==> src/rtl/aes_pkg.sv <==
// Shared AES definitions for the ShiftRows/MixColumns round stage:
// GF(2^8) helpers, byte/column indexing and the FSM state type.
package aes_pkg;

    localparam int unsigned STATE_W = 128;
    localparam int unsigned COL_W   = 32;
    localparam logic [7:0]  AES_RED = 8'h1b;

    typedef enum logic [1:0] {
        ST_IDLE = 2'd0,
        ST_BUSY = 2'd1,
        ST_DONE = 2'd2
    } aes_state_e;

    // Multiply by x in GF(2^8) modulo x^8+x^4+x^3+x+1.
    function automatic logic [7:0] xtime(input logic [7:0] x);
        return {x[6:0], 1'b0} ^ (x[7] ? AES_RED : 8'h00);
    endfunction

    // Byte k in FIPS-197 column-major order: s[127-8k -: 8].
    function automatic logic [7:0] aes_byte(input logic [STATE_W-1:0] s, input logic [3:0] k);
        return 8'(s >> {4'd15 - k, 3'b000});
    endfunction

endpackage

==> src/rtl/aes_shift_mix_if.sv <==
// State-in / state-out valid-ready channels of the ShiftRows/MixColumns stage.
interface aes_shift_mix_if;

    logic [aes_pkg::STATE_W-1:0] s_in;
    logic                        s_in_last;
    logic                        s_in_valid;
    logic                        s_in_ready;
    logic [aes_pkg::STATE_W-1:0] s_out;
    logic                        s_out_valid;
    logic                        s_out_ready;

    modport slave (
        input  s_in, s_in_last, s_in_valid, s_out_ready,
        output s_in_ready, s_out, s_out_valid
    );

    modport master (
        output s_in, s_in_last, s_in_valid, s_out_ready,
        input  s_in_ready, s_out, s_out_valid
    );

endinterface

==> src/rtl/aes_mix_column.sv <==
// Combinational AES MixColumns on a single 32-bit column (row 0 in the MSB byte).
module aes_mix_column
    import aes_pkg::*;
(
    input  logic [COL_W-1:0] col_i,
    output logic [COL_W-1:0] col_o
);

    logic [7:0] a0, a1, a2, a3;
    logic [7:0] x0, x1, x2, x3;

    assign {a0, a1, a2, a3} = col_i;
    assign x0 = xtime(a0);
    assign x1 = xtime(a1);
    assign x2 = xtime(a2);
    assign x3 = xtime(a3);

    // 3a = 2a ^ a
    assign col_o = {
        x0 ^ (x1 ^ a1) ^ a2 ^ a3,
        a0 ^ x1 ^ (x2 ^ a2) ^ a3,
        a0 ^ a1 ^ x2 ^ (x3 ^ a3),
        (x0 ^ a0) ^ a1 ^ a2 ^ x3
    };

endmodule

==> src/rtl/aes_shift_mix.sv <==
// Iterative ShiftRows + MixColumns: one output column per cycle, MixColumns
// bypassed on the final round, result held under backpressure.
module aes_shift_mix
    import aes_pkg::*;
(
    input logic           clk,
    input logic           rst,
    aes_shift_mix_if.slave io
);

    aes_state_e         state_q;
    logic [1:0]         col_q;
    logic               last_q;
    logic [STATE_W-1:0] in_q;
    logic [STATE_W-1:0] out_q;
    logic [STATE_W-1:0] out_d;
    logic               out_valid_q;

    logic               accept_c;
    logic [COL_W-1:0]   shifted_col_c;
    logic [COL_W-1:0]   mixed_col_c;
    logic [COL_W-1:0]   col_res_c;

    assign io.s_in_ready = !rst && ((state_q == ST_IDLE) ||
                                    ((state_q == ST_DONE) && io.s_out_ready));
    assign accept_c      = io.s_in_valid && io.s_in_ready;
    assign io.s_out       = out_q;
    assign io.s_out_valid = out_valid_q;

    // Output column col_q, row r comes from input column (col_q + r) mod 4.
    always_comb begin
        shifted_col_c = '0;
        for (int r = 0; r < 4; r++) begin
            shifted_col_c[31 - 8*r -: 8] = aes_byte(in_q, {col_q + 2'(r), 2'(r)});
        end
    end

    aes_mix_column u_mix (
        .col_i (shifted_col_c),
        .col_o (mixed_col_c)
    );

    assign col_res_c = last_q ? shifted_col_c : mixed_col_c;

    always_comb begin
        out_d = out_q;
        for (int c = 0; c < 4; c++) begin
            if (col_q == 2'(c)) begin
                out_d[127 - 32*c -: 32] = col_res_c;
            end
        end
    end

    always_ff @(posedge clk or posedge rst) begin
        if (rst) begin
            state_q     <= ST_IDLE;
            col_q       <= 2'd0;
            last_q      <= 1'b0;
            in_q        <= '0;
            out_q       <= '0;
            out_valid_q <= 1'b0;
        end else begin
            case (state_q)
                ST_IDLE: begin
                    if (accept_c) begin
                        in_q    <= io.s_in;
                        last_q  <= io.s_in_last;
                        col_q   <= 2'd0;
                        state_q <= ST_BUSY;
                    end
                end
                ST_BUSY: begin
                    out_q <= out_d;
                    if (col_q == 2'd3) begin
                        state_q     <= ST_DONE;
                        out_valid_q <= 1'b1;
                    end else begin
                        col_q <= col_q + 2'd1;
                    end
                end
                ST_DONE: begin
                    // Result consumed; a same-cycle accept restarts with no bubble.
                    if (io.s_out_ready) begin
                        out_valid_q <= 1'b0;
                        if (accept_c) begin
                            in_q    <= io.s_in;
                            last_q  <= io.s_in_last;
                            col_q   <= 2'd0;
                            state_q <= ST_BUSY;
                        end else begin
                            state_q <= ST_IDLE;
                        end
                    end
                end
                default: begin
                    state_q <= ST_IDLE;
                end
            endcase
        end
    end

endmodule

==> src/flat_wrapper.sv <==
// flat-port wrapper written by rule: the top's interface ports become plain ports
module aes_shift_mix_flat import aes_pkg::*;
  (clk, rst, io_s_in, io_s_in_last, io_s_in_valid, io_s_out_ready, io_s_in_ready, io_s_out, io_s_out_valid);
  aes_shift_mix_if io_i ();
  input logic clk;
  input logic rst;
  input wire logic [$bits(io_i.s_in)-1:0] io_s_in;
  input wire logic [$bits(io_i.s_in_last)-1:0] io_s_in_last;
  input wire logic [$bits(io_i.s_in_valid)-1:0] io_s_in_valid;
  input wire logic [$bits(io_i.s_out_ready)-1:0] io_s_out_ready;
  output wire logic [$bits(io_i.s_in_ready)-1:0] io_s_in_ready;
  output wire logic [$bits(io_i.s_out)-1:0] io_s_out;
  output wire logic [$bits(io_i.s_out_valid)-1:0] io_s_out_valid;
  assign io_i.s_in = io_s_in;
  assign io_i.s_in_last = io_s_in_last;
  assign io_i.s_in_valid = io_s_in_valid;
  assign io_i.s_out_ready = io_s_out_ready;
  assign io_s_in_ready = io_i.s_in_ready;
  assign io_s_out = io_i.s_out;
  assign io_s_out_valid = io_i.s_out_valid;
  aes_shift_mix u_core (.clk(clk), .rst(rst), .io(io_i));
endmodule
==> config.mk <==
export PLATFORM = sky130hd
export DESIGN_NAME = aes_shift_mix_flat
export DESIGN_NICKNAME = d
export VERILOG_FILES = /design/src/rtl/aes_pkg.sv /design/src/rtl/aes_shift_mix_if.sv /design/src/rtl/aes_mix_column.sv /design/src/rtl/aes_shift_mix.sv /design/src/flat_wrapper.sv
export SDC_FILE = /design/constraint.sdc
export NUM_CORES = 1
export LEC_CHECK = 0
export ABC_AREA = 1
export BUFFER_PORTS_ARGS = -buffer_cell sky130_fd_sc_hd__buf_4
export CAP_MARGIN = 0
export CORE_UTILIZATION = 45
export CTS_CLUSTER_SIZE = 28
export DETAILED_ROUTE_END_ITERATION = 8
export PLACE_DENSITY_LB_ADDON = 0.08
export SLEW_MARGIN = 20
export SYNTH_ARGS = -nofsm -noshare
export SYNTH_HDL_FRONTEND = slang
export SYNTH_SLANG_ARGS = --single-unit
==> constraint.sdc <==
create_clock -name clk -period 8.2 [get_ports clk]
set_input_delay 0.41 -clock clk [delete_from_list [all_inputs] [get_ports clk]]
set_output_delay 0.41 -clock clk [all_outputs]
set_load 0.05 [all_outputs]
==> results.sh <==
export IMPL_slowest_delay_ns=1.03
export IMPL_drv_slew=0
export IMPL_synth_edf_count=0
export IMPL_grt_pass1_wl_microns=63100
export IMPL_clock_root_buffer="clkbuf_16"
export IMPL_setup_viol=0
export IMPL_violations="negative hold slack"
export IMPL_arrival_ns=4.57
export IMPL_drive_gt1_frac=0.257
export IMPL_holdWs_ns=-0.00623
export IMPL_clock_latency_ns=0.55
export IMPL_yosys_cell_types_count=26
export IMPL_cp_start_kind="flip-flop"
export IMPL_layout_nets=2039
export IMPL_rsz0062_at_grt="false"
export IMPL_wl_per_cell_microns=17.5
export IMPL_cp_end_kind="flip-flop"
export IMPL_first_pass_iters=8
export IMPL_r2r_cells=14
export IMPL_synth_cell_area_sq_mm=0.0135
export IMPL_crit_chain="inv_2 -> ha_1 -> inv_1 -> nand3_1 -> nand2_2 -> nand2_1 -> nand2_1 -> nand2_1 -> nand2_1 -> inv_1 -> nand2_1 -> nand3_2 -> nand3_1 -> nand2_1"
export IMPL_cts_setup_buffers=0
export IMPL_path_clk_slew_ns=0.07
export IMPL_crit_cells=14
export IMPL_hold_buffers=0
export IMPL_syn2layout_area_growth_pct=23.2
export IMPL_start_util=0.462
export IMPL_route_vias_total=11900
export IMPL_n_antenna_cell=0
export IMPL_die_x_microns=175
export IMPL_cts_buffers=28
export IMPL_yosys_warnings=0
export IMPL_fp_dieH_microns=175
export IMPL_vias_per_cell=5.17
export IMPL_crit_family="simple AND/OR/NAND/NOR gates"
export IMPL_max_slew_margin=0.300
export IMPL_cts_buffer_depth=3
export IMPL_synth_ff_type="dfrtp_1"
export IMPL_cts_resized=0
export IMPL_io_pins=263
export IMPL_max_freq_mhz=242
export IMPL_avgSynthCellArea_sq_um=8.09
export IMPL_portBuffers=262
export IMPL_fin_cells=2307
export IMPL_hold_class="input pin to async pin"
export IMPL_crit_fanout=29
export IMPL_tns_ns=0
export IMPL_critPathMostFrequentCell="nand2_1"
export IMPL_path_class="flip-flop to flip-flop"
export IMPL_wirelength_microns=40400
export IMPL_worst_path_buf_inv=3
export IMPL_synth_nets=1800
export IMPL_reg2reg_to="u_core.io.s_out[76]"
export IMPL_clkSinkCount=262
export IMPL_r2r_slack_ns=4.06
export IMPL_status="finished, violations left"
export IMPL_drcViolationCount=0
export IMPL_cts_tree="built"
export IMPL_grt_max_degree=123
export IMPL_grt_pass1_vias=11400
export IMPL_drt_iter0_markers=781
export IMPL_rr_startpoint="u_core.col_q[1]"
export IMPL_gp_congestion=0.966
export IMPL_ys_ff_latch=262
export IMPL_grt_util_all_layers=0.264
export IMPL_async_flop_share=1.00
export IMPL_cap_violations=0
export IMPL_dieArea_sq_mm=0.0306
export IMPL_worstSetupEndpoint="u_core.io.s_out[76]"
export IMPL_crit_start="u_core.col_q[1]"
export IMPL_core_area_sq_mm=0.0291
export IMPL_fin_skew_ns=0.0149
export IMPL_finalCritPeriodShare=0.504
export IMPL_dp_hpwl_microns=28600
export IMPL_cp_slowest_cell="dfrtp_1"
export IMPL_post_dp_cell_area_sq_mm=0.0157
export IMPL_rows=62
export IMPL_syn_instance_count=1663
export IMPL_gr_total_overflow=0
export IMPL_htree_levels=1
export IMPL_place_inst=2256
export IMPL_min_period_ns=4.14
export IMPL_finalInstanceArea_sq_mm=0.0166
export IMPL_worst_slew_pin_slew_ns=1.05
export IMPL_setup_slack_ns=4.06
export IMPL_antenna_found_initial=0
export IMPL_ant_nets=0
export IMPL_yosysSeqAreaShare=0.487
export IMPL_required_ns=8.63
export IMPL_hold_viol_final=2
export IMPL_pre_cts_slack_ns=4.14
[placed cells by master (no fill, tap or decap), drive strengths merged, types with 7 or more instances in the layout]
cell type  count
buf          278
nand3        246
inv           55
nand2        863
xnor2          9
clkbuf        47
dfrtp        262
mux2         126
nor2           7
[cell type report]
type                    count  area [sq um]
repair buffers            278          2090
clock inverters             4          47.5
fillers                  2769         12500
well taps                 384           480
inverters                  57           221
flip-flops and latches    262          6560
multi-input cells        1275          6320
clock buffers              47           853
[cell families after synthesis]
| family | count (synthesis) | share of synthesized area |
|---|---|---|
| AND/OR/NAND/NOR | 1122 | 0.347 |
| flip-flops | 262 | 0.487 |
| buffers and inverters | 126 | 0.0432 |
| XOR/XNOR | 12 | 0.00781 |
| multiplexers | 126 | 0.105 |
| adder cells (fa/ha/maj) | 4 | 0.00372 |
| AO/OA/AOI/OAI | 11 | 0.00512 |
[state kept, by name, indices dropped and copies added, names as in the netlist]
name and count:
u_core.col_q 2, u_core.in_q 128, u_core.io.s_out 128, u_core.io.s_out_valid 1, u_core.last_q 1, u_core.state_q 2
[Yosys cell counts (2+ instances only)]
master	n	area share
ha_1	4	0.0037
nand2_2	18	0.0084
mux2_2	126	0.11
a21oi_1	3	0.0011
buf_4	5	0.0028
clkinv_1	2	0.00056
xor2_1	3	0.0020
buf_6	8	0.0067
nand3_2	17	0.013
dfrtp_1	262	0.49
inv_1	44	0.012
nand3_1	229	0.085
buf_1	15	0.0042
buf_2	23	0.0086
nand2_1	845	0.24
xnor2_1	9	0.0059
o21ai_0	3	0.0011
o21ai_2	2	0.0013
inv_2	11	0.0031
nand3b_1	5	0.0028
clkbuf_1	18	0.0050
nor2_1	7	0.0020
[stage by stage]
| step | hold slack, ns | util |
|---|---|---|
| finish | -0.00623 | 0.570 |
| global route | 0.0748 | 0.570 |
| CTS | 0.0599 | 0.570 |
| global placement | 0.464 | 0.539 |
| floorplan | 0.479 | - |
| detailed placement | 0.467 | 0.539 |
[layer usage]
metal	track usage	part of all wire	vias to the layer above	wire length, microns
li1	-	-	5816	-
met1	0.370	0.45	5643	18200
met2	0.420	0.46	412	18600
met3	0.0459	0.063	60	2550
met4	0.0783	0.029	0	1170
met5	0	0	-	0
[worst min-delay path by stage]
stage | slack [ns] | startpoint | cells past startpoint | end
after floorplan | 0.48 | u_core.in_q[48] | 1 | u_core.in_q[48]
after global placement | 0.46 | u_core.io.s_out[2] | 2 | u_core.io.s_out[2]
after detailed placement | 0.47 | u_core.io.s_out[56] | 2 | u_core.io.s_out[56]
after CTS | 0.06 | rst | 2 | u_core.in_q[55]
after global routing | 0.07 | io_s_out_ready | 2 | u_core.state_q[1]
final | -0.006 | rst | 2 | u_core.in_q[55]
Power is not shown: default switching activity piles up to over one toggle a cycle in this logic, so the estimate is an artifact.
